$ cat config.mk
export PLATFORM = sky130hd
export DESIGN_NAME = uart_mmio_flat
export DESIGN_NICKNAME = d
export VERILOG_FILES = /design/src/rtl/uart_mmio_pkg.sv /design/src/rtl/uart_mmio_if.sv /design/src/rtl/uart_mmio_fifo.sv /design/src/rtl/uart_mmio.sv /design/src/flat_wrapper.sv
export SDC_FILE = /design/constraint.sdc
export NUM_CORES = 1
export LEC_CHECK = 0
export BUFFER_PORTS_ARGS = -buffer_cell sky130_fd_sc_hd__buf_2
export CORE_MARGIN = 2
export CORE_UTILIZATION = 40
export CTS_BUF_LIST = sky130_fd_sc_hd__clkbuf_4
export DETAILED_ROUTE_END_ITERATION = 12
export HOLD_SLACK_MARGIN = 0.06
export PLACE_DENSITY_LB_ADDON = 0.25
export SYNTH_ARGS = -nofsm -noshare
export SYNTH_HDL_FRONTEND = slang
export SYNTH_HIERARCHICAL = 1
export SYNTH_SLANG_ARGS = --single-unit
$ cat constraint.sdc
create_clock -name clk_i -period 5.6 [get_ports clk_i]
set_input_delay 0.84 -clock clk_i [delete_from_list [all_inputs] [get_ports clk_i]]
set_output_delay 0.84 -clock clk_i [all_outputs]
set_load 0.01 [all_outputs]
$ cat src/rtl/uart_mmio_pkg.sv
// Shared register map and STATUS/CTRL layout for the memory-mapped UART.
package uart_mmio_pkg;

   localparam logic [4:0] OFS_TXDATA = 5'h00;
   localparam logic [4:0] OFS_RXDATA = 5'h04;
   localparam logic [4:0] OFS_STATUS = 5'h08;
   localparam logic [4:0] OFS_CTRL   = 5'h0C;
   localparam logic [4:0] OFS_BAUD   = 5'h10;

   localparam int ST_TX_EMPTY     = 0;
   localparam int ST_TX_FULL      = 1;
   localparam int ST_RX_EMPTY     = 2;
   localparam int ST_RX_FULL      = 3;
   localparam int ST_TX_OVF       = 4;
   localparam int ST_RX_OVF       = 5;
   localparam int ST_TX_COUNT_LSB = 8;
   localparam int ST_RX_COUNT_LSB = 16;

   localparam int CTRL_RX_POP   = 0;
   localparam int CTRL_TX_FLUSH = 1;
   localparam int CTRL_RX_FLUSH = 2;
   localparam int CTRL_OVF_CLR  = 3;

   typedef struct packed {
      logic [7:0] reserved_hi;
      logic [7:0] rx_count;
      logic [7:0] tx_count;
      logic [1:0] reserved_lo;
      logic       rx_ovf;
      logic       tx_ovf;
      logic       rx_full;
      logic       rx_empty;
      logic       tx_full;
      logic       tx_empty;
   } status_t;

endpackage

$ cat src/rtl/uart_mmio_if.sv
// CPU data-memory bus and uart_tx/uart_rx handshakes seen by the UART peripheral.
interface uart_mmio_if #(
   parameter int XLEN = 32
) ();

   logic [XLEN-1:0] dram_rd_addr_i;
   logic [XLEN-1:0] dram_wr_addr_i;
   logic [XLEN-1:0] dram_wr_data_i;
   logic [3:0]      dram_wr_byte_en_i;
   logic            mmio_rd_hit_o;
   logic [XLEN-1:0] mmio_rd_data_o;
   logic [7:0]      uart_rx_data_i;
   logic            uart_rx_data_vld_i;
   logic            uart_rx_data_rdy_o;
   logic [7:0]      uart_tx_data_o;
   logic            uart_tx_data_vld_o;
   logic            uart_tx_data_rdy_i;
   logic [XLEN-1:0] uart_baud_div_o;

   modport slave (
      input  dram_rd_addr_i, dram_wr_addr_i, dram_wr_data_i, dram_wr_byte_en_i,
      input  uart_rx_data_i, uart_rx_data_vld_i, uart_tx_data_rdy_i,
      output mmio_rd_hit_o, mmio_rd_data_o, uart_rx_data_rdy_o,
      output uart_tx_data_o, uart_tx_data_vld_o, uart_baud_div_o
   );

   modport master (
      output dram_rd_addr_i, dram_wr_addr_i, dram_wr_data_i, dram_wr_byte_en_i,
      output uart_rx_data_i, uart_rx_data_vld_i, uart_tx_data_rdy_i,
      input  mmio_rd_hit_o, mmio_rd_data_o, uart_rx_data_rdy_o,
      input  uart_tx_data_o, uart_tx_data_vld_o, uart_baud_div_o
   );

endinterface

$ cat src/rtl/uart_mmio_fifo.sv
// Synchronous byte FIFO with flush, push-while-full-and-popping, and a dropped-push flag.
module sync_fifo #(
   parameter int WIDTH = 8,
   parameter int DEPTH = 16
) (
   input  logic                   clk,
   input  logic                   rst_n,
   input  logic                   push,
   input  logic [WIDTH-1:0]       push_data,
   input  logic                   pop,
   input  logic                   flush,
   output logic [WIDTH-1:0]       pop_data,
   output logic                   full,
   output logic                   empty,
   output logic [$clog2(DEPTH):0] count,
   output logic                   drop
);

   localparam int AW = $clog2(DEPTH);
   localparam int CW = AW + 1;

   logic [WIDTH-1:0] mem [DEPTH];
   logic [AW-1:0]    wr_ptr;
   logic [AW-1:0]    rd_ptr;
   logic             do_push;
   logic             do_pop;

   // A flush wins over everything; a push into a full FIFO only fits if the head leaves this cycle.
   assign full     = (count == CW'(DEPTH));
   assign empty    = (count == '0);
   assign do_pop   = pop && !empty && !flush;
   assign do_push  = push && !flush && (!full || do_pop);
   assign drop     = push && !flush && !do_push;
   assign pop_data = empty ? '0 : mem[rd_ptr];

   always_ff @(posedge clk or negedge rst_n) begin
      if (!rst_n) begin
         wr_ptr <= '0;
         rd_ptr <= '0;
         count  <= '0;
      end else if (flush) begin
         wr_ptr <= '0;
         rd_ptr <= '0;
         count  <= '0;
      end else begin
         if (do_push) wr_ptr <= wr_ptr + AW'(1);
         if (do_pop)  rd_ptr <= rd_ptr + AW'(1);
         count <= count + CW'(do_push) - CW'(do_pop);
      end
   end

   always_ff @(posedge clk) begin
      if (do_push) mem[wr_ptr] <= push_data;
   end

endmodule

$ cat src/rtl/uart_mmio.sv
// Memory-mapped UART: maps a 32-byte window onto TX/RX FIFOs, STATUS, CTRL and BAUD registers.
module uart_mmio
   import uart_mmio_pkg::*;
#(
   parameter int              XLEN         = 32,
   parameter logic [XLEN-1:0] BASE_ADDR    = 32'h0001_0000,
   parameter int              FIFO_DEPTH   = 16,
   parameter logic [XLEN-1:0] BAUD_DIV_RST = 32'd107
) (
   input  logic      clk_i,
   input  logic      rst_n_i,
   input  logic      en_i,
   uart_mmio_if.slave bus
);

   localparam int CW = $clog2(FIFO_DEPTH) + 1;

   logic            wr_hit, rd_hit, ctrl_wr;
   logic [4:0]      wr_ofs, rd_ofs;
   logic            tx_push, tx_pop, tx_flush, tx_full, tx_empty, tx_drop, tx_vld;
   logic            rx_push, rx_pop, rx_flush, rx_full, rx_empty, rx_drop, rx_rdy;
   logic            ovf_clr, tx_ovf, rx_ovf;
   logic [CW-1:0]   tx_count, rx_count;
   logic [7:0]      tx_head, rx_head;
   logic [XLEN-1:0] baud, rd_value, rd_data_q;
   logic            rd_hit_q;
   status_t         status;
   logic            unused_addr_bits;

   assign wr_ofs  = {bus.dram_wr_addr_i[4:2], 2'b00};
   assign rd_ofs  = {bus.dram_rd_addr_i[4:2], 2'b00};
   assign wr_hit  = en_i && (bus.dram_wr_addr_i[XLEN-1:5] == BASE_ADDR[XLEN-1:5])
                    && (bus.dram_wr_byte_en_i != 4'b0000);
   assign rd_hit  = (bus.dram_rd_addr_i[XLEN-1:5] == BASE_ADDR[XLEN-1:5]);
   assign ctrl_wr = wr_hit && (wr_ofs == OFS_CTRL) && bus.dram_wr_byte_en_i[0];
   assign tx_push = wr_hit && (wr_ofs == OFS_TXDATA) && bus.dram_wr_byte_en_i[0];

   // Dropping en_i behaves like a flush of both FIFOs so they come back empty.
   assign rx_pop   = ctrl_wr && bus.dram_wr_data_i[CTRL_RX_POP];
   assign tx_flush = !en_i || (ctrl_wr && bus.dram_wr_data_i[CTRL_TX_FLUSH]);
   assign rx_flush = !en_i || (ctrl_wr && bus.dram_wr_data_i[CTRL_RX_FLUSH]);
   assign ovf_clr  = ctrl_wr && bus.dram_wr_data_i[CTRL_OVF_CLR];

   assign tx_vld  = en_i && !tx_empty;
   assign tx_pop  = tx_vld && bus.uart_tx_data_rdy_i;
   assign rx_rdy  = en_i && rst_n_i;
   assign rx_push = rx_rdy && bus.uart_rx_data_vld_i;

   sync_fifo #(.WIDTH(8), .DEPTH(FIFO_DEPTH)) u_tx_fifo (
      .clk(clk_i), .rst_n(rst_n_i),
      .push(tx_push), .push_data(bus.dram_wr_data_i[7:0]), .pop(tx_pop), .flush(tx_flush),
      .pop_data(tx_head), .full(tx_full), .empty(tx_empty), .count(tx_count), .drop(tx_drop)
   );

   sync_fifo #(.WIDTH(8), .DEPTH(FIFO_DEPTH)) u_rx_fifo (
      .clk(clk_i), .rst_n(rst_n_i),
      .push(rx_push), .push_data(bus.uart_rx_data_i), .pop(rx_pop), .flush(rx_flush),
      .pop_data(rx_head), .full(rx_full), .empty(rx_empty), .count(rx_count), .drop(rx_drop)
   );

   // A new overflow in the same cycle as ovf_clr must leave the flag set.
   always_ff @(posedge clk_i or negedge rst_n_i) begin
      if (!rst_n_i) begin
         tx_ovf <= 1'b0;
         rx_ovf <= 1'b0;
      end else if (!en_i) begin
         tx_ovf <= 1'b0;
         rx_ovf <= 1'b0;
      end else begin
         tx_ovf <= tx_drop || (tx_ovf && !ovf_clr);
         rx_ovf <= rx_drop || (rx_ovf && !ovf_clr);
      end
   end

   always_ff @(posedge clk_i or negedge rst_n_i) begin
      if (!rst_n_i) begin
         baud <= BAUD_DIV_RST;
      end else if (wr_hit && (wr_ofs == OFS_BAUD)) begin
         for (int b = 0; b < XLEN / 8; b++) begin
            if (bus.dram_wr_byte_en_i[b]) baud[8*b +: 8] <= bus.dram_wr_data_i[8*b +: 8];
         end
      end
   end

   always_comb begin
      status          = '0;
      status.tx_empty = tx_empty;
      status.tx_full  = tx_full;
      status.rx_empty = rx_empty;
      status.rx_full  = rx_full;
      status.tx_ovf   = tx_ovf;
      status.rx_ovf   = rx_ovf;
      status.tx_count = 8'(tx_count);
      status.rx_count = 8'(rx_count);
   end

   always_comb begin
      rd_value = '0;
      case (rd_ofs)
         OFS_RXDATA: rd_value = XLEN'(rx_head);
         OFS_STATUS: rd_value = XLEN'(status);
         OFS_BAUD:   rd_value = baud;
         default:    rd_value = '0;
      endcase
   end

   // Sampling the pre-edge register values gives read-before-write on a same-cycle collision.
   always_ff @(posedge clk_i or negedge rst_n_i) begin
      if (!rst_n_i) begin
         rd_hit_q  <= 1'b0;
         rd_data_q <= '0;
      end else begin
         rd_hit_q  <= rd_hit;
         rd_data_q <= rd_hit ? rd_value : '0;
      end
   end

   assign bus.mmio_rd_hit_o      = rd_hit_q;
   assign bus.mmio_rd_data_o     = rd_data_q;
   assign bus.uart_tx_data_o     = tx_head;
   assign bus.uart_tx_data_vld_o = tx_vld;
   assign bus.uart_rx_data_rdy_o = rx_rdy;
   assign bus.uart_baud_div_o    = baud;

   assign unused_addr_bits = ^{bus.dram_rd_addr_i[1:0], bus.dram_wr_addr_i[1:0]};

endmodule

$ cat src/flat_wrapper.sv
// flat-port wrapper written by rule: the top's interface ports become plain ports
module uart_mmio_flat import uart_mmio_pkg::*;
#(
   parameter int              XLEN         = 32,
   parameter logic [XLEN-1:0] BASE_ADDR    = 32'h0001_0000,
   parameter int              FIFO_DEPTH   = 16,
   parameter logic [XLEN-1:0] BAUD_DIV_RST = 32'd107
)
  (clk_i, rst_n_i, en_i, bus_dram_rd_addr_i, bus_dram_wr_addr_i, bus_dram_wr_data_i, bus_dram_wr_byte_en_i, bus_uart_rx_data_i, bus_uart_rx_data_vld_i, bus_uart_tx_data_rdy_i, bus_mmio_rd_hit_o, bus_mmio_rd_data_o, bus_uart_rx_data_rdy_o, bus_uart_tx_data_o, bus_uart_tx_data_vld_o, bus_uart_baud_div_o);
  uart_mmio_if #(.XLEN(XLEN)) bus_i ();
  input  logic clk_i;
  input  logic rst_n_i;
  input  logic en_i;
  input wire logic [$bits(bus_i.dram_rd_addr_i)-1:0] bus_dram_rd_addr_i;
  input wire logic [$bits(bus_i.dram_wr_addr_i)-1:0] bus_dram_wr_addr_i;
  input wire logic [$bits(bus_i.dram_wr_data_i)-1:0] bus_dram_wr_data_i;
  input wire logic [$bits(bus_i.dram_wr_byte_en_i)-1:0] bus_dram_wr_byte_en_i;
  input wire logic [$bits(bus_i.uart_rx_data_i)-1:0] bus_uart_rx_data_i;
  input wire logic [$bits(bus_i.uart_rx_data_vld_i)-1:0] bus_uart_rx_data_vld_i;
  input wire logic [$bits(bus_i.uart_tx_data_rdy_i)-1:0] bus_uart_tx_data_rdy_i;
  output wire logic [$bits(bus_i.mmio_rd_hit_o)-1:0] bus_mmio_rd_hit_o;
  output wire logic [$bits(bus_i.mmio_rd_data_o)-1:0] bus_mmio_rd_data_o;
  output wire logic [$bits(bus_i.uart_rx_data_rdy_o)-1:0] bus_uart_rx_data_rdy_o;
  output wire logic [$bits(bus_i.uart_tx_data_o)-1:0] bus_uart_tx_data_o;
  output wire logic [$bits(bus_i.uart_tx_data_vld_o)-1:0] bus_uart_tx_data_vld_o;
  output wire logic [$bits(bus_i.uart_baud_div_o)-1:0] bus_uart_baud_div_o;
  assign bus_i.dram_rd_addr_i = bus_dram_rd_addr_i;
  assign bus_i.dram_wr_addr_i = bus_dram_wr_addr_i;
  assign bus_i.dram_wr_data_i = bus_dram_wr_data_i;
  assign bus_i.dram_wr_byte_en_i = bus_dram_wr_byte_en_i;
  assign bus_i.uart_rx_data_i = bus_uart_rx_data_i;
  assign bus_i.uart_rx_data_vld_i = bus_uart_rx_data_vld_i;
  assign bus_i.uart_tx_data_rdy_i = bus_uart_tx_data_rdy_i;
  assign bus_mmio_rd_hit_o = bus_i.mmio_rd_hit_o;
  assign bus_mmio_rd_data_o = bus_i.mmio_rd_data_o;
  assign bus_uart_rx_data_rdy_o = bus_i.uart_rx_data_rdy_o;
  assign bus_uart_tx_data_o = bus_i.uart_tx_data_o;
  assign bus_uart_tx_data_vld_o = bus_i.uart_tx_data_vld_o;
  assign bus_uart_baud_div_o = bus_i.uart_baud_div_o;
  uart_mmio #(.XLEN(XLEN), .BASE_ADDR(BASE_ADDR), .FIFO_DEPTH(FIFO_DEPTH), .BAUD_DIV_RST(BAUD_DIV_RST)) u_core (.clk_i(clk_i), .rst_n_i(rst_n_i), .en_i(en_i), .bus(bus_i));
endmodule
==> metrics.txt <==
Slew @ Worst Pin=approximately 1200 ps; static leakage power=0.00658 µW; number of enable flip-flop cells after synthesis=256; Worst Min Path Start=bus_dram_wr_data_i[13]; effective utilization at floorplan=0.405; setup repair after global routing missed its margin=false; # DRC=0; run status=completed; maximum fanout encountered on the critical timing path=20; Hold Path Depth=2; TritonCTS clock tree=built; Die Span Y=196 µm; clock tree buffer depth=3; vias after detailed routing=8487; number of I/O port buffers=183; asr flop ratio synth=0.266; Synth Register Bits=349; Avg Cell Area, Syn=17.4 µm²; wire length of the first global-routing pass=around 52 mm; sequential cell area fraction in the yosys report=0.677; I/O pin count=188; number of hold-repair buffers added at the cts stage=1; ANT nets after route=0; total of warnings raised by yosys=6; fraction of synthesized cell area taken by the top area cell type=0.520; final core utilization=0.472; maximum clock frequency=0.228 GHz; combinational family with the most area after synthesis=multiplexers; Worst Path Buf+Inv=2; largest cells by area after synthesis=edfxtp_1 52%, dfrtp_1 15%, mux4_2 7.3%, mux2_2 3.0%, mux4_1 2.8%; post-placement worst setup slack=711 ps; GRT overflow=0; DR iter-0 viols=527; first-pass iteration count of the detailed router=5; Worst Hold Endpoint=u_core/bus.uart_baud_div_o[13]; slowest cell on the critical path=dfrtp_1; Cells after DPL=1476; Filler Cells Inserted=3231; total number of nets in the final design=about 1200; worst endpoint data arrival time=3540 ps; peak ir drop on the vdd network=~0.18 mV; Num Clock Sinks=349; die area=between 30000 and 40000 µm²; clock latency reported for the late side of the worst-skew pair=760 ps; most common cell after layout, fill and taps aside=edfxtp_1; Netlist Area Pre-Place=about 15000 µm²; Area Overhead vs Synth=16.6%; count of unique library cells instantiated by Yosys=53; CP Cell Sequence=buf_4 > mux4_1 > mux2_2 > o21ai_1 > a21oi_1 > buf_2; accumulated negative setup slack=0 ps; initial antenna violation count=3; main flop type after synthesis=edfxtp_1; cts repair resizes=0; setup slack of the most critical reg-to-reg path=1620 ps; category of the critical setup timing path=reg -> out; launch instance of the worst register-to-register path=u_core/u_tx_fifo/count[2]; type of origin of the critical path=register; clock skew after layout=59.7 ps; final count of hold timing violations=0; wire per inst=20.5 µm; xor/xnor cell area share of the yosys netlist=0.0101; total core area=36500 µm²; Die Wd=196 µm; type of destination of the critical path=output port; endpoint required time on the critical path=4760 ps; half-perimeter wire length after placement=22.7 mm; Hold WC Path Type=in -> reg; post-layout min period=4380 ps; Critical R2R Capture=u_core/u_tx_fifo/count[4]; max capacitance violation total=0; final setup violation count=0; Slew HR=0.193; routed wire length=33.5 mm; Clock Pin Slew Worst Setup and Hold Paths=70 ps; setup bufs post-CTS=0; cells after synthesis=850; Crit path largest cell delay=approximately 980 ps; number of slew-limit violations in the final report=0; Worst R2R Path Depth=16; proportion of layout cells with a drive suffix above 1=0.394; Synthesized Nets=985; root buf cell=clkbuf_4; multiplexer share of the synthesized area=0.152; Inserted Clock Buffers=between 80 and 90; pin count of the biggest net entering global routing=56; Final Cycle Share=0.783; global placer's final weighted congestion=around 0.79; commonest cells after routing, fill and taps aside=256 x edfxtp_1, 182 x buf_2, 133 x clkbuf_4; family with the most delay on the worst path=flip-flops; Clock H-tree levels=3; Compound-Gate Fraction of Synth Area=0.0327; fin worst setup slack=1220 ps; drt via density=5.19; num rows=70; GRT Overall Usage=0.180; post-synthesis cell type with the largest combined area=edfxtp_1; Final Non-Filler Cells=1636; fraction of the mapped netlist area in adder cells=0.0196; simple-gate portion of the synthesized area=0.0824; number of global-route vias before repair=roughly 8800; power density cells=294 nW/µm²
==> power breakdown <==
| group | switching (µW) | internal, µW | leakage [µW] |
|---|---|---|---|
| combinational | 107 | 52.6 | 0.00233 |
| sequential | 3.38 | 2780 | 0.00358 |
| clock | 995 | 1130 | 0.000674 |
==> metrics by stage <==
stage | instance area (µm²) | power [µW] | hold slack [ps]
6_report | 17200 | 5070 | 320
5_1_grt | 17200 | 5300 | 227
4_1_cts | 17200 | 5150 | 219
3_5_place_dp | 16100 | 3000 | 489
3_3_place_gp | 16100 | 3000 | 481
2_1_floorplan | 14800 | 2890 | 536
==> worst max path at each step <==
stage / start / end / cells after the start
after floorplan: bus_dram_wr_addr_i[8] / u_core/u_rx_fifo/count[4] / 14
after global placement: bus_dram_wr_addr_i[8] / u_core/u_tx_fifo/count[4] / 15
after detailed placement: bus_dram_wr_addr_i[8] / u_core/u_tx_fifo/count[4] / 15
after CTS: u_core/u_tx_fifo/rd_ptr[1] / bus_uart_tx_data_o[5] / 6
after global routing: u_core/u_tx_fifo/rd_ptr[1] / bus_uart_tx_data_o[3] / 6
final: u_core/u_tx_fifo/rd_ptr[1] / bus_uart_tx_data_o[5] / 6
==> cell type report <==
class	count	area, µm²	share of cell area
antenna	3	7.51	0.000435
clock buffer	133	998	0.0579
clock inverter	23	128	0.00740
inverter	19	71.3	0.00414
multi-input combinational	443	4400	0.255
sequential	349	10000	0.581
tap	468	586	0.0340
timing repair buffer	198	1030	0.0599
==> flip-flops by register name, summed over array words and instances, names as in the netlist <==
signal	count
u_core/u_tx_fifo/wr_ptr	4
u_core/bus.uart_baud_div_o	32
u_core/rx_ovf	1
u_core/u_tx_fifo/rd_ptr	4
u_core/bus.mmio_rd_hit_o	1
u_core/u_rx_fifo/count	5
u_core/u_rx_fifo/wr_ptr	4
u_core/tx_ovf	1
u_core/u_rx_fifo/mem	128
u_core/u_rx_fifo/rd_ptr	4
u_core/u_tx_fifo/count	5
u_core/u_tx_fifo/mem	128
u_core/bus.mmio_rd_data_o	32
==> synth_stat cells, drive strengths merged, types with 2 or more instances <==
| master | instances |
|---|---|
| edfxtp | 256 |
| dfrtp | 88 |
| mux4 | 64 |
| nor2 | 52 |
| mux2 | 48 |
| a21oi | 29 |
| o21ai | 29 |
| and2 | 27 |
| buf | 21 |
| ha | 20 |
| inv | 19 |
| a22oi | 18 |
| clkbuf | 18 |
| mux2i | 17 |
| nand2 | 15 |
| nor3 | 15 |
| nor2b | 14 |
| nand3 | 13 |
| nor4 | 13 |
| nand3b | 9 |
| xnor2 | 9 |
| xor2 | 8 |
| nand2b | 6 |
| nand4 | 6 |
| or3 | 6 |
| dfstp | 5 |
| and3 | 3 |
| nor4b | 3 |
| or4b | 3 |
| a21bo | 2 |
| a21o | 2 |
| a31oi | 2 |
| fa | 2 |
| nor3b | 2 |
| nor4bb | 2 |
==> logic make-up (layout without fill, tap and decap cells) <==
family                   count (synthesis)  count (layout)
AO/OA/AOI/OAI                           83              83
other                                    0               3
buffers and inverters                   58             373
adder cells (fa/ha/maj)                 22              22
XOR/XNOR                                17              17
multiplexers                           129             129
flip-flops                             349             349
AND/OR/NAND/NOR                        192             192
==> metal layers <==
layer	wire length [µm]	global-route usage	vias to the layer above	part of all wire
li1	-	-	3877	-
met1	14300	0.239	4259	0.43
met2	16300	0.282	287	0.49
met3	2150	0.0519	62	0.064
met4	713	0.0715	2	0.021
met5	13	0	-	0.00039
No activity file was read; power rests on OpenSTA's default activity.
